[src/rtl/host_seq_pkg.sv]
// host_seq_pkg: shared types and default constants for the host sequencer.
package host_seq_pkg;

   // Data memory and stream byte width.
   localparam int DW = 8;
   typedef logic [DW-1:0] byte_t;

   // Sequencer states; the encoding is visible on the internal 'state' signal.
   typedef enum logic [1:0] {
      ST_IDLE  = 2'd0,
      ST_LOAD  = 2'd1,
      ST_RUN   = 2'd2,
      ST_DRAIN = 2'd3
   } state_t;

   // Default configuration.
   localparam int          DEF_AW        = 8;
   localparam int          DEF_LOAD_BASE = 0;
   localparam int          DEF_RES_BASE  = 64;
   localparam int          DEF_RES_LEN   = 8;
   localparam int unsigned DEF_TIMEOUT   = 32'd4096;

endpackage

[src/rtl/hs_timeout_ctr.sv]
// hs_timeout_ctr: 32-bit run-cycle counter with synchronous clear and enable.
// 'hit' is high during the enabled cycle in which the count equals LIMIT-1,
// i.e. the LIMIT-th enabled cycle since the last clear.
module hs_timeout_ctr
#(
   parameter int unsigned LIMIT = 32'd4096
) (
   input  logic clk,
   input  logic reset,
   input  logic clr,
   input  logic en,
   output logic hit
);

   logic [31:0] cnt;

   // Count enabled cycles; clear has priority over enable.
   always_ff @(posedge clk or negedge reset) begin
      if (!reset) begin
         cnt <= '0;
      end else if (clr) begin
         cnt <= '0;
      end else if (en) begin
         cnt <= cnt + 32'd1;
      end
   end

   assign hit = en && (cnt == (LIMIT - 32'd1));

endmodule

[src/rtl/host_seq.sv]
// host_seq: host-side sequencer for the single-cycle core.
// Loads a byte image into data memory with the core held in reset, releases
// the core until it signals done (or a cycle timeout expires), then drains a
// fixed result window from data memory as a byte stream.
// Optional build macro HOST_SEQ_CKSUM_EN appends an XOR checksum beat to the
// result stream.
//
// Handshakes: a load byte transfers on a rising clk edge where ld_valid and
// ld_ready are both high; a result byte transfers on a rising clk edge where
// res_valid and res_ready are both high. While valid is high and ready low the
// presented byte and its last flag hold steady.
module host_seq
   import host_seq_pkg::*;
#(
   parameter int          AW        = DEF_AW,
   parameter int          LOAD_BASE = DEF_LOAD_BASE,
   parameter int          RES_BASE  = DEF_RES_BASE,
   parameter int          RES_LEN   = DEF_RES_LEN,
   parameter int unsigned TIMEOUT   = DEF_TIMEOUT
) (
   input  logic          clk,
   input  logic          reset,
   input  logic          ld_valid,
   output logic          ld_ready,
   input  logic [7:0]    ld_data,
   input  logic          ld_last,
   output logic          core_reset,
   input  logic          core_done,
   output logic          mem_wr_en,
   output logic [AW-1:0] mem_addr,
   output logic [7:0]    mem_wr_data,
   input  logic [7:0]    mem_rd_data,
   output logic          res_valid,
   input  logic          res_ready,
   output logic [7:0]    res_data,
   output logic          res_last,
   output logic          busy,
   output logic          err_timeout
);

   // Base addresses reduced to the memory address width (wrap is intentional).
   localparam logic [AW-1:0] LB = AW'(LOAD_BASE);
   localparam logic [AW-1:0] RB = AW'(RES_BASE);
   // Result index is one bit wider so RES_LEN = 2^AW (and the checksum beat) fit.
   localparam logic [AW:0]   RL = (AW+1)'(RES_LEN);
`ifdef HOST_SEQ_CKSUM_EN
   localparam logic [AW:0]   LAST_IDX = RL;
`else
   localparam logic [AW:0]   LAST_IDX = RL - (AW+1)'(1);
`endif

   state_t        state;
   state_t        state_nxt;
   logic [AW-1:0] ld_cnt;
   logic [AW:0]   rd_idx;
   logic          err_q;
   logic          ld_beat;
   logic          res_beat;
   logic          run_en;
   logic          run_clr;
   logic          run_hit;

   // RUN-cycle counter; held clear outside RUN so every run starts at zero.
   assign run_en  = (state == ST_RUN);
   assign run_clr = (state != ST_RUN);

   hs_timeout_ctr #(
      .LIMIT (TIMEOUT)
   ) u_timeout (
      .clk   (clk),
      .reset (reset),
      .clr   (run_clr),
      .en    (run_en),
      .hit   (run_hit)
   );

`ifdef HOST_SEQ_CKSUM_EN
   byte_t cksum;

   // XOR of accepted data beats; cleared whenever not draining.
   always_ff @(posedge clk or negedge reset) begin
      if (!reset) begin
         cksum <= '0;
      end else if (state != ST_DRAIN) begin
         cksum <= '0;
      end else if (res_beat && (rd_idx < RL)) begin
         cksum <= cksum ^ mem_rd_data;
      end
   end
`endif

   // State register.
   always_ff @(posedge clk or negedge reset) begin
      if (!reset) begin
         state <= ST_IDLE;
      end else begin
         state <= state_nxt;
      end
   end

   // Next-state and output decode.
   always_comb begin
      state_nxt   = state;
      ld_ready    = 1'b0;
      core_reset  = 1'b1;
      mem_wr_en   = 1'b0;
      mem_addr    = LB + ld_cnt;
      mem_wr_data = '0;
      res_valid   = 1'b0;
      res_last    = 1'b0;
      res_data    = mem_rd_data;
      ld_beat     = 1'b0;
      res_beat    = 1'b0;
      case (state)
         ST_IDLE, ST_LOAD: begin
            // The state flop is already IDLE while reset is low; gate ready so
            // no write can happen until reset is released.
            ld_ready = reset;
            if (ld_valid && ld_ready) begin
               ld_beat     = 1'b1;
               mem_wr_en   = 1'b1;
               mem_wr_data = ld_data;
               state_nxt   = ld_last ? ST_RUN : ST_LOAD;
            end
         end
         ST_RUN: begin
            core_reset = 1'b0;
            if (core_done || run_hit) begin
               state_nxt = ST_DRAIN;
            end
         end
         ST_DRAIN: begin
            mem_addr  = RB + rd_idx[AW-1:0];
            res_valid = 1'b1;
            res_last  = (rd_idx == LAST_IDX);
`ifdef HOST_SEQ_CKSUM_EN
            if (rd_idx == RL) begin
               res_data = cksum;
            end
`endif
            if (res_ready) begin
               res_beat = 1'b1;
               if (res_last) begin
                  state_nxt = ST_IDLE;
               end
            end
         end
         default: begin
            state_nxt = ST_IDLE;
         end
      endcase
   end

   // Load/drain counters and the sticky timeout flag.
   always_ff @(posedge clk or negedge reset) begin
      if (!reset) begin
         ld_cnt <= '0;
         rd_idx <= '0;
         err_q  <= 1'b0;
      end else begin
         if (ld_beat) begin
            ld_cnt <= ld_cnt + AW'(1);
         end
         if (ld_beat && (state == ST_IDLE)) begin
            err_q <= 1'b0;
         end
         // Done takes priority over a coincident timeout.
         if ((state == ST_RUN) && run_hit && !core_done) begin
            err_q <= 1'b1;
         end
         if (res_beat) begin
            if (res_last) begin
               rd_idx <= '0;
               ld_cnt <= '0;
            end else begin
               rd_idx <= rd_idx + (AW+1)'(1);
            end
         end
      end
   end

   assign busy        = (state != ST_IDLE);
   assign err_timeout = err_q;

endmodule

[config.mk]
export PLATFORM = sky130hd
export DESIGN_NAME = host_seq
export DESIGN_NICKNAME = d
export VERILOG_FILES = /design/src/rtl/host_seq_pkg.sv /design/src/rtl/hs_timeout_ctr.sv /design/src/rtl/host_seq.sv
export SDC_FILE = /design/constraint.sdc
export NUM_CORES = 1
export LEC_CHECK = 0
export ABC_CLOCK_PERIOD_IN_PS = 6000
export CAP_MARGIN = 20
export CORE_UTILIZATION = 57
export DETAILED_ROUTE_END_ITERATION = 8
export HOLD_SLACK_MARGIN = 0.06
export PLACE_DENSITY = 0.95
export SLEW_MARGIN = 20
export SYNTH_ARGS = -nofsm -noshare
export SYNTH_HDL_FRONTEND = slang
export SYNTH_HIERARCHICAL = 1
export SYNTH_SLANG_ARGS = --single-unit
[constraint.sdc]
create_clock -name clk -period 6 [get_ports clk]
set_input_delay 1.5 -clock clk [delete_from_list [all_inputs] [get_ports clk]]
set_output_delay 1.5 -clock clk [all_outputs]
set_load 0.005 [all_outputs]
==> results.yml <==
worst_setup_path:
  crit_slowest_cell: "clkdlybuf4s50_1"
  crit_top_cell: "clkdlybuf4s50_1"
  worst-path-max-fanout: 11
  endpoint_kind: "primary output"
  crit_buf_inv: 2
  crit_chain: "clkdlybuf4s50_1 -> and3b_2 -> and2_1 -> clkdlybuf4s50_1"
  worstSetupPathType: "input port to primary output"
  worstPathArrival_ns: 2.96
  crit_family: "buffers and inverters"
  start_kind: "input port"
  cp.required_ns: 4.50
  slowest_delay_ns: 0.51
  rrSetupSlack_ns: 3.25
sta:
  rsz0062_at_grt: "no"
  slew_violations: 0
  fmax_mhz: 224
  relSlewSlack_pct: 58.1
  final_hold_viol_count: 0
  period_needed_ns: 4.46
  fin_setup_tns_ns: 0
  setup_violations: 0
  skew_ns: 0.00736
  worstMarginPinSlew_ns: 0.626
  post-route-period-util_pct: 74.3
  setup_ws_ns: 1.54
floorplan:
  die-area_um2: 5670
  initial_core_util_pct: 59.5
  boundaryPins: 53
  rows: 26
  core-area_um2: 5140
  die_h_um: 75.3
  chipWidth_um: 75.3
drt:
  wl_per_cell_um: 15.2
  drt-total-wl_um: 6310
  drt-initial-drc-count: 146
  drc: 0
  postRouteAntennaNets: 0
  via_count: 2412
  firstDrtPassIters: 4
  vias_per_cell: 5.83
synth:
  synth_edf_count: 0
  yosysTopAreaCellShare_pct: 42.5
  synth_ff_type: "dfrtp_1"
  synth_seq_area_share_pct: 42.5
  yosys_warnings: 6
  avgSynthCellArea_um2: 9.62
  ys_ff_latch: 52
  async_reset_ff_share_pct: 100
  synth_area_leaders: "dfrtp_1, xnor2_1, nor2_1, xor2_1, nand4_1"
  yosys.area.top_type: "dfrtp_1"
  synth_fp_nets: 345
  synthCells: 318
  ys_types: 49
  syn_area_um2: 3060
placement:
  io_buffers: 36
  dpl_worst_slack_ns: 1.54
  dp_hpwl_um: 4510
  globalplace.congestion: 0.864
  place_inst: 406
  place_area_um2: 3380
clock_tree:
  post_cts_buffers: 0
  clkTransAtPathRegs_ns: 0.09
  ctsHoldBuffers: 0
  clock-sinks: 52
  ctsLongestPathBuffers: 2
  numCtsBuffers: 5
  htree_levels: 2
  postCtsResizedCells: 0
  clk_root_buffer_cell: "clkbuf_8"
  tritoncts: "yes"
  clkLatencyLatePin_ns: 0.31
final_layout:
  design_area_um2: 3490
  diodes: 0
  num-fill-cells: 428
  stdcell_count: 414
  final_nets: 370
  syn_to_final_growth_pct: 13.9
  drive_gt1_share_pct: 11.6
global_routing:
  grt_pass1_vias: 2362
  grt-ovfl-total: 0
  grt_max_degree: 49
  track_usage_pct: 25.2
  antenna_found_initial: 0
  grt_pass1_wl_um: 10600
min_path:
  hold_path_class: "register to register"
status:
  outcome: "completed"
power:
  p_leak_uw: 0.00140
  powerDensity_nw_per_um2: 311
  ir_worst_vdd_uv: 241
run:
  cap_violations: 0
-- through the flow --
stage / utilization (%) / total power (uW) / hold slack (ns)
CTS: 67.8 / 1100 / 0.515
global route: 67.8 / 1160 / 0.537
detailed placement: 65.7 / 852 / 0.499
global placement: 65.7 / 838 / 0.492
floorplan: - / 701 / 0.462
finish: 67.8 / 1080 / 0.511
-- final timing paths --
path,to,start,depth (start not counted)
max in group asynchronous,rd_idx[3],reset,2
worst min register to register,rd_idx[8],rd_idx[8],1
min in group asynchronous,ld_cnt[3],reset,1
worst max-delay path,mem_wr_data[0],ld_valid,4
worst min-delay path,rd_idx[8],rd_idx[8],1
worst max register to register,err_timeout,state[1],9
-- kinds of logic (layout without fill, tap and decap cells) --
family,Yosys count,after routing,share of synthesized area (%)
DFF,52,52,42.5
buffers and inverters,29,55,5.81
adders and majority gates,5,5,2.04
and+or+nand+nor,157,157,30.5
muxes,8,8,2.90
AOI/OAI and AO/OA,33,33,6.46
xor gates and xnor gates,34,34,9.73
-- area by class of cell --
class	instances	area, um2	area share, %
inverter	8	30.0	0.861
timing repair buffer	39	378	10.8
clock buffer	6	72.6	2.08
multi-input combinational	237	1580	45.4
sequential	52	1300	37.3
tap	70	87.6	2.51
clock inverter	2	35.0	1.01
-- flip-flops by register name, summed over array words and instances (netlist names) --
register	count
ld_cnt	8
err_timeout	1
u_timeout/cnt	32
rd_idx	9
state	2
-- cell usage in the layout (no fill, tap or decap), types with 2 or more instances in the layout --
master           instances
clkbuf_8                 5
nand2b_1                 3
nor4_4                   2
nor4_1                   9
xor2_1                  14
or4_1                    3
nor2_1                  40
nor3_1                   5
nand4_2                  2
a21oi_2                  3
o21ai_0                 13
nor2b_1                  2
or3_1                    5
mux2_2                   7
or4_4                    2
clkdlybuf4s50_1         35
nand4_1                 19
ha_1                     5
and3_1                   3
o31ai_1                  5
nand3_1                 10
nand2_1                 23
a21oi_1                  9
xnor2_1                 20
inv_1                    8
nor4b_2                  2
or2_2                    3
dfrtp_1                 52
and2_1                  12
buf_4                    3
-- Yosys cell counts (2+ instances only) --
cell / count
a21oi_1: 9
a21oi_2: 3
and2_1: 12
and3_1: 3
buf_2: 3
buf_4: 10
buf_6: 3
clkbuf_1: 3
dfrtp_1: 52
ha_1: 5
inv_1: 8
mux2_2: 7
nand2_1: 23
nand2b_1: 3
nand3_1: 10
nand4_1: 19
nand4_2: 2
nor2_1: 40
nor2b_1: 2
nor3_1: 5
nor4_1: 9
nor4_4: 2
nor4b_2: 2
o21ai_0: 13
o31ai_1: 5
or2_2: 3
or3_1: 5
or4_1: 3
or4_4: 2
xnor2_1: 20
xor2_1: 14
-- metal layers --
metal | global-route usage (%) | up-vias | share of wire (%)
met5 | 0 | - | 0
li1 | - | 1155 | -
met2 | 42.5 | 63 | 50
met3 | 6.83 | 8 | 4.7
met1 | 30.8 | 1186 | 44
met4 | 10.1 | 0 | 1.6
-- report_power, final --
part	internal, uW	switching (uW)	total (uW)
Clock	124	113	237
Combinational	195	175	370
Sequential	396	81.9	477
No activity file was read; power rests on OpenSTA's default activity.
==> edit, RTL diff (same settings) <==
`DEF_RES_LEN`: 8 -> 4.
--- a/src/rtl/host_seq_pkg.sv
+++ b/src/rtl/host_seq_pkg.sv
@@ -17,7 +17,7 @@
    localparam int          DEF_AW        = 8;
    localparam int          DEF_LOAD_BASE = 0;
    localparam int          DEF_RES_BASE  = 64;
-   localparam int          DEF_RES_LEN   = 8;
+   localparam int          DEF_RES_LEN   = 4;
    localparam int unsigned DEF_TIMEOUT   = 32'd4096;
 
 endpackage
Formal check against the unedited RTL: not equivalent (a bounded check fails within 10 cycles, from zero or initial values and one cycle with reset low).
==> edit against the unedited design <==
- sequential power shrank 9.2%
- cell area shrank 0.29%
- clock skew is essentially flat
- global-route usage shrank 0.82 points
- first-iteration DRC count grew 4.1%
- power shrank 8.9%
- die area shrank 1.2%
- sequential cell count is the same
- sequential share of layout area grew 0.11 points
- synthesized area shrank 1.2%
- routed wire length grew 2.8%
- non-clock buffer count is the same
- worst setup slack lost 0.28 ns
- critical path type unchanged
- critical endpoint is now mem_wr_data[2]
- highest routed layer unchanged
==> edit: results (changes against the unedited design) <==
{| class="wikitable"
! Metric !! Value
|-
| Highest cell delay on the worst timing path || 0.60 ns (+0.09 ns)
|-
| Worst setup startpoint || ld_valid
|-
| Final weighted congestion in routability-driven placement || 0.844 (-2.3%)
|-
| Clock-pin transition on the worst setup and hold timing paths || 0.09 ns (about the same)
|-
| Fin Clk Skew || 0.00777 ns (+0.000410 ns)
|-
| Clock period minus final worst setup slack || 4.74 ns (+0.278 ns)
|-
| Count of vias placed by the detailed router || 2408 (-0.17%)
|-
| Filler instances || 396 (-7.5%)
|-
| Final worst hold slack || 0.493 ns (-0.0175 ns)
|-
| Hold Crit Depth || 1 (unchanged)
|-
| Reg2reg end || u_timeout/cnt[24]
|-
| Root buffer selected by CTS || sky130_fd_sc_hd__clkbuf_8
|-
| Critical Path Slowest Stage Cell || sky130_fd_sc_hd__clkdlybuf4s50_1
|-
| Mapped Nets || 343 (-0.58%)
|-
| Pre-CTS WS || 1.28 ns (-0.262 ns)
|-
| R2r setup slk || 3.45 ns (+0.20 ns)
|-
| Standard cell area after detailed placement || 3350 µm² (-0.85%)
|-
| Leakage power || 1.38 nW (-1.4%)
|-
| Net count of the finished layout || 368 (-0.54%)
|-
| Post-synth top flop || sky130_fd_sc_hd__dfrtp_1
|-
| Max_slew headroom || 54.5% (-3.6 points)
|-
| Overall global routing resource usage || 24.4% (-0.82 points)
|-
| Pin count of the biggest net entering global routing || 57 (+16%)
|-
| Later-pin clock latency in the skew report || 0.31 ns (about the same)
|-
| Part of the Yosys area used for sequential elements || 43.0% (+0.51 points)
|-
| Distinct cell type count after synthesis || 47 (-4.1%)
|-
| Number of buffers added on ports || 36 (unchanged)
|-
| Maximum fanout along the worst path || 12 (+1)
|-
| Cell types with the largest area share after synthesis || sky130_fd_sc_hd__dfrtp_1 43%, sky130_fd_sc_hd__xnor2_1 5.8%, sky130_fd_sc_hd__nor2_1 4.8%
|-
| Final HPWL DP || 4.43 mm (-1.8%)
|-
| Arrival time of data at the critical path endpoint || 3.24 ns (+0.28 ns)
|-
| End point of the critical path || mem_wr_data[2]
|-
| FF-to-FF path depth || 8 (-1)
|-
| List of most frequent post-synthesis cells || 52 x sky130_fd_sc_hd__dfrtp_1, 39 x sky130_fd_sc_hd__nor2_1, 21 x sky130_fd_sc_hd__nand2_1
|-
| Placed Instances || 404 (-0.49%)
|-
| Hold WC Path Type || register to register
|-
| VDD IR-drop max || 0.000230 V (-4.8%)
|-
| Routed length per instance || 15.7 µm (+3.3%)
|-
| Global-route wire length before repair || 10.4 mm (-2.0%)
|-
| Post-cts sizing count || 0 (unchanged)
|-
| Number of cells produced by synthesis || 316 (-0.63%)
|-
| Initial DRC Count || 152 (+4.1%)
|-
| Ratio of cells with drive above 1 in the final layout || 10.2% (-1.4 points)
|-
| Status || complete, no violations
|-
| Post-synthesis to final-layout area growth || 14.9%
|-
| Worst reg2reg path startpoint || state[1]
|-
| Vias in the first global route || 2266 (-4.1%)
|-
| Via density per instance || 5.84 (+0.32%)
|}
-- edit: cell types whose count changed in the layout (fill, tap and decap cells not counted), moves of 2 or more --
cell,delta
sky130_fd_sc_hd__a21oi_1,+3
sky130_fd_sc_hd__a21oi_2,-3
sky130_fd_sc_hd__and2_1,-2
sky130_fd_sc_hd__clkbuf_8,+2
sky130_fd_sc_hd__inv_1,+2
sky130_fd_sc_hd__nand2_1,-2
sky130_fd_sc_hd__nor3_1,+3
sky130_fd_sc_hd__o21ai_0,-2
sky130_fd_sc_hd__o31ai_1,-2
-- edit: power breakdown --
group | internal (mW) | leakage, nW | switching (mW)
clock | 0.147 | 0.0645 | 0.114
combinational | 0.153 | 0.610 | 0.143
sequential | 0.380 | 0.708 | 0.0529
-- edit: cell type report --
class                           count  share of cell area, %
Sequential cell                    52                   37.4
Inverter                           10                   1.08
Clock buffer                        7                   2.77
Multi-Input combinational cell    233                   44.5
Clock inverter                      1                  0.864
Timing Repair Buffer               39                   10.9
Tap cell                           70                   2.52
-- edit: cells by family after synthesis --
logic type	count (synthesis)	synth area share, %
adder cells (fa/ha/maj)	5	2.07
buffers and inverters	31	5.88
XOR/XNOR	34	9.85
flip-flops	52	43.0
AO/OA/AOI/OAI	31	5.83
multiplexers	9	3.27
AND/OR/NAND/NOR	154	30.1
-- edit: routing by layer --
metal / GRT usage [%] / vias to the layer above / routed length (µm) / share of wire (%)
met1: 31.5 / 1184 / 2790 / 43
met2: 41.3 / 62 / 3290 / 51
met3: 4.82 / 10 / 330 / 5.1
li1: - / 1152 / - / -
met5: 0 / - / 0 / 0
met4: 7.97 / 0 / 65 / 1.0
